--- src/rtl/vga_timing.sv ---
// VGA raster timing generator: pixel/line counters with registered sync, blanking,
// frame-start and divided game-tick strobes, all advancing on pix_en.
module vga_timing #(
   parameter int unsigned H_ACTIVE = 640,
   parameter int unsigned H_FP     = 16,
   parameter int unsigned H_SYNC   = 96,
   parameter int unsigned H_BP     = 48,
   parameter int unsigned V_ACTIVE = 480,
   parameter int unsigned V_FP     = 10,
   parameter int unsigned V_SYNC   = 2,
   parameter int unsigned V_BP     = 33,
   parameter int unsigned TICK_DIV = 1
) (
   input  logic       clk,
   input  logic       reset_n,
   input  logic       pix_en,
   output logic [9:0] x_pos,
   output logic [9:0] y_pos,
   output logic       hsync,
   output logic       vsync,
   output logic       video_on,
   output logic       frame_start,
   output logic       game_tick
);

   localparam int unsigned H_TOTAL = H_ACTIVE + H_FP + H_SYNC + H_BP;
   localparam int unsigned V_TOTAL = V_ACTIVE + V_FP + V_SYNC + V_BP;

   localparam logic [9:0]  H_LAST    = 10'(H_TOTAL - 1);
   localparam logic [9:0]  V_LAST    = 10'(V_TOTAL - 1);
   localparam logic [9:0]  V_BLANK   = 10'(V_ACTIVE);
   // Decode bounds are 11 bits so a sync pulse ending exactly at 1024 still compares correctly.
   localparam logic [10:0] H_ACT     = 11'(H_ACTIVE);
   localparam logic [10:0] V_ACT     = 11'(V_ACTIVE);
   localparam logic [10:0] HS_START  = 11'(H_ACTIVE + H_FP);
   localparam logic [10:0] HS_END    = 11'(H_ACTIVE + H_FP + H_SYNC);
   localparam logic [10:0] VS_START  = 11'(V_ACTIVE + V_FP);
   localparam logic [10:0] VS_END    = 11'(V_ACTIVE + V_FP + V_SYNC);
   localparam logic [7:0]  TICK_LAST = 8'(TICK_DIV - 1);

   logic [9:0] x_q, x_d;
   logic [9:0] y_q, y_d;
   logic [7:0] tick_cnt_q, tick_cnt_d;
   logic       hsync_q, vsync_q, video_on_q, frame_start_q, game_tick_q;
   logic       hsync_d, vsync_d, video_on_d;
   logic       at_origin, at_vblank, tick_wrap;

   always_comb begin
      x_d = (x_q == H_LAST) ? '0 : x_q + 10'd1;
      y_d = y_q;
      if (x_q == H_LAST) begin
         y_d = (y_q == V_LAST) ? '0 : y_q + 10'd1;
      end

      // Decode from the next position so the flags line up with x_pos/y_pos.
      hsync_d    = !(({1'b0, x_d} >= HS_START) && ({1'b0, x_d} < HS_END));
      vsync_d    = !(({1'b0, y_d} >= VS_START) && ({1'b0, y_d} < VS_END));
      video_on_d = ({1'b0, x_d} < H_ACT) && ({1'b0, y_d} < V_ACT);

      at_origin = (x_d == '0) && (y_d == '0);
      at_vblank = (x_d == '0) && (y_d == V_BLANK);
      tick_wrap = (tick_cnt_q == TICK_LAST);

      tick_cnt_d = tick_cnt_q;
      if (at_vblank) begin
         tick_cnt_d = tick_wrap ? '0 : tick_cnt_q + 8'd1;
      end
   end

   always_ff @(posedge clk or negedge reset_n) begin
      if (!reset_n) begin
         x_q           <= '0;
         y_q           <= '0;
         tick_cnt_q    <= '0;
         hsync_q       <= 1'b1;
         vsync_q       <= 1'b1;
         video_on_q    <= 1'b1;
         frame_start_q <= 1'b0;
         game_tick_q   <= 1'b0;
      end else if (pix_en) begin
         x_q           <= x_d;
         y_q           <= y_d;
         tick_cnt_q    <= tick_cnt_d;
         hsync_q       <= hsync_d;
         vsync_q       <= vsync_d;
         video_on_q    <= video_on_d;
         frame_start_q <= at_origin;
         game_tick_q   <= at_vblank && tick_wrap;
      end else begin
         frame_start_q <= 1'b0;
         game_tick_q   <= 1'b0;
      end
   end

   assign x_pos       = x_q;
   assign y_pos       = y_q;
   assign hsync       = hsync_q;
   assign vsync       = vsync_q;
   assign video_on    = video_on_q;
   assign frame_start = frame_start_q;
   assign game_tick   = game_tick_q;

endmodule

--- config.mk ---
export PLATFORM = sky130hd
export DESIGN_NAME = vga_timing
export DESIGN_NICKNAME = d
export VERILOG_FILES = /design/src/rtl/vga_timing.sv
export SDC_FILE = /design/constraint.sdc
export NUM_CORES = 1
export LEC_CHECK = 0
export ABC_CLOCK_PERIOD_IN_PS = 2800
export BUFFER_PORTS_ARGS = -buffer_cell sky130_fd_sc_hd__buf_2
export CAP_MARGIN = 10
export CORE_ASPECT_RATIO = 2
export CORE_MARGIN = 4
export CORE_UTILIZATION = 30
export CTS_BUF_LIST = sky130_fd_sc_hd__clkbuf_4 sky130_fd_sc_hd__clkbuf_8 sky130_fd_sc_hd__clkbuf_16
export CTS_CLUSTER_DIAMETER = 40
export DETAILED_ROUTE_END_ITERATION = 7
export SLEW_MARGIN = 20
export SYNTH_ARGS = -nofsm -noshare
export SYNTH_HDL_FRONTEND = slang
export SYNTH_SLANG_ARGS = --single-unit
--- constraint.sdc ---
create_clock -name clk -period 2.8 [get_ports clk]
set_clock_uncertainty 0.15 [all_clocks]
set_input_delay 0.56 -clock clk [delete_from_list [all_inputs] [get_ports clk]]
set_output_delay 0.56 -clock clk [all_outputs]
set_load 0.02 [all_outputs]
; ---- After elaboration in Yosys (flattened, before gate mapping)
; Cells that the tools add are included.
[totals]
input_bits = 3
regBits = 33
elab_cells = 38
[op_classes]
n_eq_ne = 3
n_reduce_logical = 12
addsub = 3
muxes = 6
n_lt_le_gt_ge = 6
[ops]
columns = op, count
row1 = 10-bit two-way mux, 3
row2 = 10-bit by 1-bit adder with 10-bit output (second input constant), 2
row3 = 10-bit equality test (second input constant), 2
row4 = 10-bit zero test, 2
row5 = 10-bit < comparator (second input constant), 2
row6 = 10-bit by 9-bit < comparator with 1-bit output (second input constant), 2
row7 = 10-bit by 9-bit equality test with 1-bit output (second input constant), 1
row8 = 10-bit greater-or-equal comparator (second input constant), 1
row9 = 10-bit by 9-bit greater-or-equal comparator with 1-bit output (second input constant), 1
row10 = 8-bit by 1-bit adder with 8-bit output (second input constant), 1
row11 = 8-bit zero test, 1
row12 = 8-bit two-way mux, 1
row13 = 1-bit logical AND, 6
row14 = 1-bit zero test, 2
row15 = 1-bit two-way mux, 2
row16 = 2-bit AND reduction, 1

; ---- Longest topological paths before layout
[depth]
ltp_word = 7
mapped_depth = 9

; ---- Worst setup path before layout
; Ideal clock, no wire load.
[synth_timing]
path_kind = register to register
from = register x_q[0], in the netlist x_pos[0]
to = register tick_cnt_q[2]
setup_slack_ps = -37
arrival_ps = 2563
n_path_buf = 1
required_time_ps = 2525
path_stages_with_launch = 9
synth_period_minus_slack_ps = 2837
path_cell_list = dfrtp_1 -> ha_1 -> buf_6 -> nand4_1 -> nor4_4 -> xnor2_1 -> nand3_2 -> nor4_1 -> mux2_2
[synth_between]
elab_chain_len = 5
word_cells_on_any_way = 8
[synth_lines]
columns = element, line_no
row1 = start: declaration, 41  ; logic [9:0] x_q, x_d;
row2 = start signal: assignment, 72  ; x_q <= '0;
row3 = start signal: assignment, 81  ; x_q <= x_d;
row4 = 10-bit by 1-bit adder with 10-bit output or 10-bit equality test (tied branches), "49, 51"
row5 = "10-bit two-way mux, on equally long branches", "49, 51"
row6 = 10-bit zero test or 10-bit by 9-bit equality test with 1-bit output (tied branches), 61  ; at_vblank = (x_d == '0) && (y_d == V_BLANK);
row7 = 1-bit logical AND *, 61
row8 = 2-bit AND reduction (no line) *, n/a
row9 = end signal: assignment, 83  ; tick_cnt_q <= tick_cnt_d;
row10 = end: declaration, 43  ; logic [7:0] tick_cnt_q, tick_cnt_d;
; Every way passes the cells marked *; elsewhere a longest branch is shown, timed or not.
; A chain may end at the register's enable or synchronous reset.

; ---- Final worst setup path
[layout_timing]
from = register x_q[1], in the netlist x_pos[1]
to = register tick_cnt_q[7]
; Same word-level chain as after synthesis.

==> impl_metrics.py <==
metrics = {
    "synth": {
        "yosysTopAreaCell": "dfrtp_1",
        "synth_edf_count": 0,
        "avgSynthCellArea_um2": 9.21,
        "synth.area.top_cells": "dfrtp_1 33%, nand3_1 4.0%, nand2_1 4.0%",
        "seq_area_frac_synth_pct": 36.6,
        "yosysWarnings": 0,
        "synth-main-ff-cell": "dfrtp_1",
        "ys_async_sr_fraction_pct": 100,
        "netlist-cell-type-count": 64,
        "syn_inst": 246,
        "yosys.area.top_type_share_pct": 33.1,
        "syn_area_um2": 2270,
        "ys_seq_elements": 33,
        "synth_nets": 255,
    },
    "global_route": {
        "met2_usage_pct": 30.1,
        "grt_pass1_vias": 2111,
        "track_usage_pct": 14.9,
        "antenna_found_initial": 0,
        "grt_remaining_overflow": 0,
        "grt_first_pass_wirelength_um": 10600,
        "grt_max_degree": 34,
        "use_met1_pct": 14.5,
        "use_met3_pct": 1.53,
        "grt-busiest-layer": "met2",
    },
    "cts": {
        "clk_pin_slew_ps": 60,
        "hold_buffers": 0,
        "cts_made_buffers": 5,
        "ctsRootBufferMaster": "clkbuf_16",
        "cts_buffer_depth": 2,
        "cts_tree": "yes",
        "cts_sinks": 33,
        "htreeDepth": 2,
        "worstSkewPairLatency_ps": 290,
    },
    "setup_path": {
        "critPathLaunchType": "flip-flop",
        "cp_cell_sequence": "ha_2, and4_1, nand4_1, a221o_1, nand4b_2, buf_4, nor4_1, xor2_1",
        "crit_cells": 8,
        "cp_top_family": "simple AND/OR/NAND/NOR gates",
        "worstRegToRegCells": 8,
        "reg2reg_slack_ps": 150,
        "path_class": "flip-flop to flip-flop",
        "worstPathArrival_ps": 2710,
        "startpoint": "x_pos[1]",
        "cp-endpoint": "tick_cnt_q[7]",
        "slowest_stage": "dfrtp_2",
        "r2r_end": "tick_cnt_q[7]",
        "critPathMaxStageDelay_ps": 410,
        "path_buf_inv": 1,
        "end_kind": "flip-flop",
        "r2r_start": "x_pos[1]",
        "worstPathRequired_ps": 2860,
        "cp_max_fo": 7,
    },
    "die": {
        "die-area_um2": 9090,
        "pin_count": 28,
        "die_h_um": 131,
        "initial_core_util_pct": 30.9,
        "dieWidth_um": 69.5,
        "rows": 44,
        "core_area_um2": 7320,
    },
    "placement": {
        "hpwlAfterDp_um": 4960,
        "port_buffers": 27,
        "place.gp.congestion": 0.849,
    },
    "timing": {
        "fin_crit_sh_pct": 94.8,
        "final-hold-violation-count": 0,
        "setup_violations": 0,
        "rsz0062_at_grt": "false",
        "max_freq_mhz": 377,
        "maxSlewViolCount": 0,
        "tightest_slew_ps": 754,
        "fin_crit_ps": 2650,
        "tns_ps": 0,
        "relSlewSlack_pct": 49.8,
    },
    "layout": {
        "synthToLayoutAreaGrowth_pct": 22.5,
        "fillers": 746,
        "n_antenna_cell": 0,
        "nets": 303,
        "drive_gt1_share_pct": 30.2,
    },
    "drt": {
        "finalWirelength_um": 6360,
        "dr.pass1.iters": 4,
        "ant_nets": 0,
        "routed_via_density": 5.37,
        "route.detailed.drc": 0,
        "drt-initial-drc-count": 67,
        "wire_per_inst_um": 16.4,
        "vias": 2079,
    },
    "power": {
        "finalPower_uw": 1940,
        "power_density_nw_per_um2": 700,
        "peakVddDrop_mv": 0.308,
        "p_leak_uw": 0.00122,
    },
    "job": {
        "drv_cap": 0,
    },
    "run_status": {
        "outcome": "complete, no violations",
    },
    "min_path": {
        "hp-class": "primary input to asynchronous set/reset pin",
    },
}
[how the worst min path moves through the flow]
stage                        startpoint  depth (start not counted)       endpoint
after detailed placement       video_on                          2       video_on
after global routing            reset_n                          1       y_pos[0]
after global placement    tick_cnt_q[7]                          1  tick_cnt_q[7]
after floorplan                 reset_n                          0    frame_start
final                           reset_n                          1       x_pos[4]
after CTS                       reset_n                          1       x_pos[4]
[where the power goes]
part | leakage, uW | internal [uW] | total (uW) | switching (uW)
Sequential | 0.000415 | 543 | 649 | 106
Clock | 0.0000696 | 326 | 544 | 218
Combinational | 0.000735 | 302 | 749 | 447
[synthesized netlist by cell type, types with 2 or more instances]
master and n:
a21boi_0 2, a21oi_1 11, a32oi_1 2, and2_1 3
and3_1 5, and3_2 2, buf_6 6, clkbuf_1 5
dfrtp_1 30, dfstp_2 3, ha_1 6, inv_1 11
mux2_2 3, mux2i_1 3, nand2_1 24, nand2b_1 2
nand3_1 18, nand4_1 10, nor2_1 12, nor3_1 5
nor3_2 2, nor4_1 9, nor4_4 2, nor4b_1 2
o2111ai_1 2, o21ai_0 8, o22ai_1 2, o31ai_1 3
or3_1 3, xnor2_1 9, xor2_1 8
[metrics by stage]
step	hold slack (ps)	util [%]	instances	area, um2	setup WS (ps)
6_report	190	37.9	387	2780	145
5_1_grt	275	37.9	387	2780	43.0
4_1_cts	224	37.6	386	2750	56.7
3_5_place_dp	327	35.7	378	2610	71.7
3_3_place_gp	313	35.7	378	2610	136
2_1_floorplan	114	-	246	2270	30.5
[layout make-up]
cell class,instances,area (um2),share of cell area (%)
Timing Repair Buffer,56,353,12.7
Tap cell,92,115,4.15
Clock inverter,3,17.5,0.631
Inverter,11,41.3,1.49
Multi-Input combinational cell,187,1290,46.5
Clock buffer,5,125,4.51
Sequential cell,33,832,30.0
[cell usage in the layout, fill, tap and decap left out, types with 5 or more instances in the layout]
master / count
buf_4: 29
dfrtp_1: 28
buf_2: 27
nand2_1: 24
nand3_1: 18
nor2_1: 12
inv_1: 11
a21oi_1: 11
nand4_1: 10
xnor2_1: 9
nor4_1: 8
o21ai_0: 8
xor2_1: 8
and3_1: 5
nor3_1: 5
ha_1: 5
clkbuf_16: 5
[per-layer routing]
layer	routed length, um	vias to the layer above
li1	-	1018
met1	2380	1015
met2	3680	35
met3	113	11
met4	189	0
met5	0	-
[logic make-up (layout without fill, tap and decap cells)]
| kind of cell | after synthesis | in the layout | synth area share (%) |
|---|---|---|---|
| muxes | 6 | 6 | 2.82 |
| and+or+nand+nor | 111 | 111 | 29.2 |
| adders and majority gates | 6 | 6 | 3.31 |
| AOI/OAI and AO/OA | 47 | 47 | 14.5 |
| xor gates and xnor gates | 17 | 17 | 6.57 |
| DFF | 33 | 33 | 36.6 |
| buffers and inverters | 26 | 75 | 7.01 |
[registers in the layout (all words and copies together), names as in the netlist]
signal and count:
game_tick 1, y_pos 10, vsync 1, frame_start 1, x_pos 10, hsync 1
tick_cnt_q 8, video_on 1
[what timing repair did]
action                                  in CTS  in global routing
gates resized for setup                      0                  3
endpoints found under the setup margin       0                  9
setup buffers                                0                  1
(Power assumes the default switching activity.)
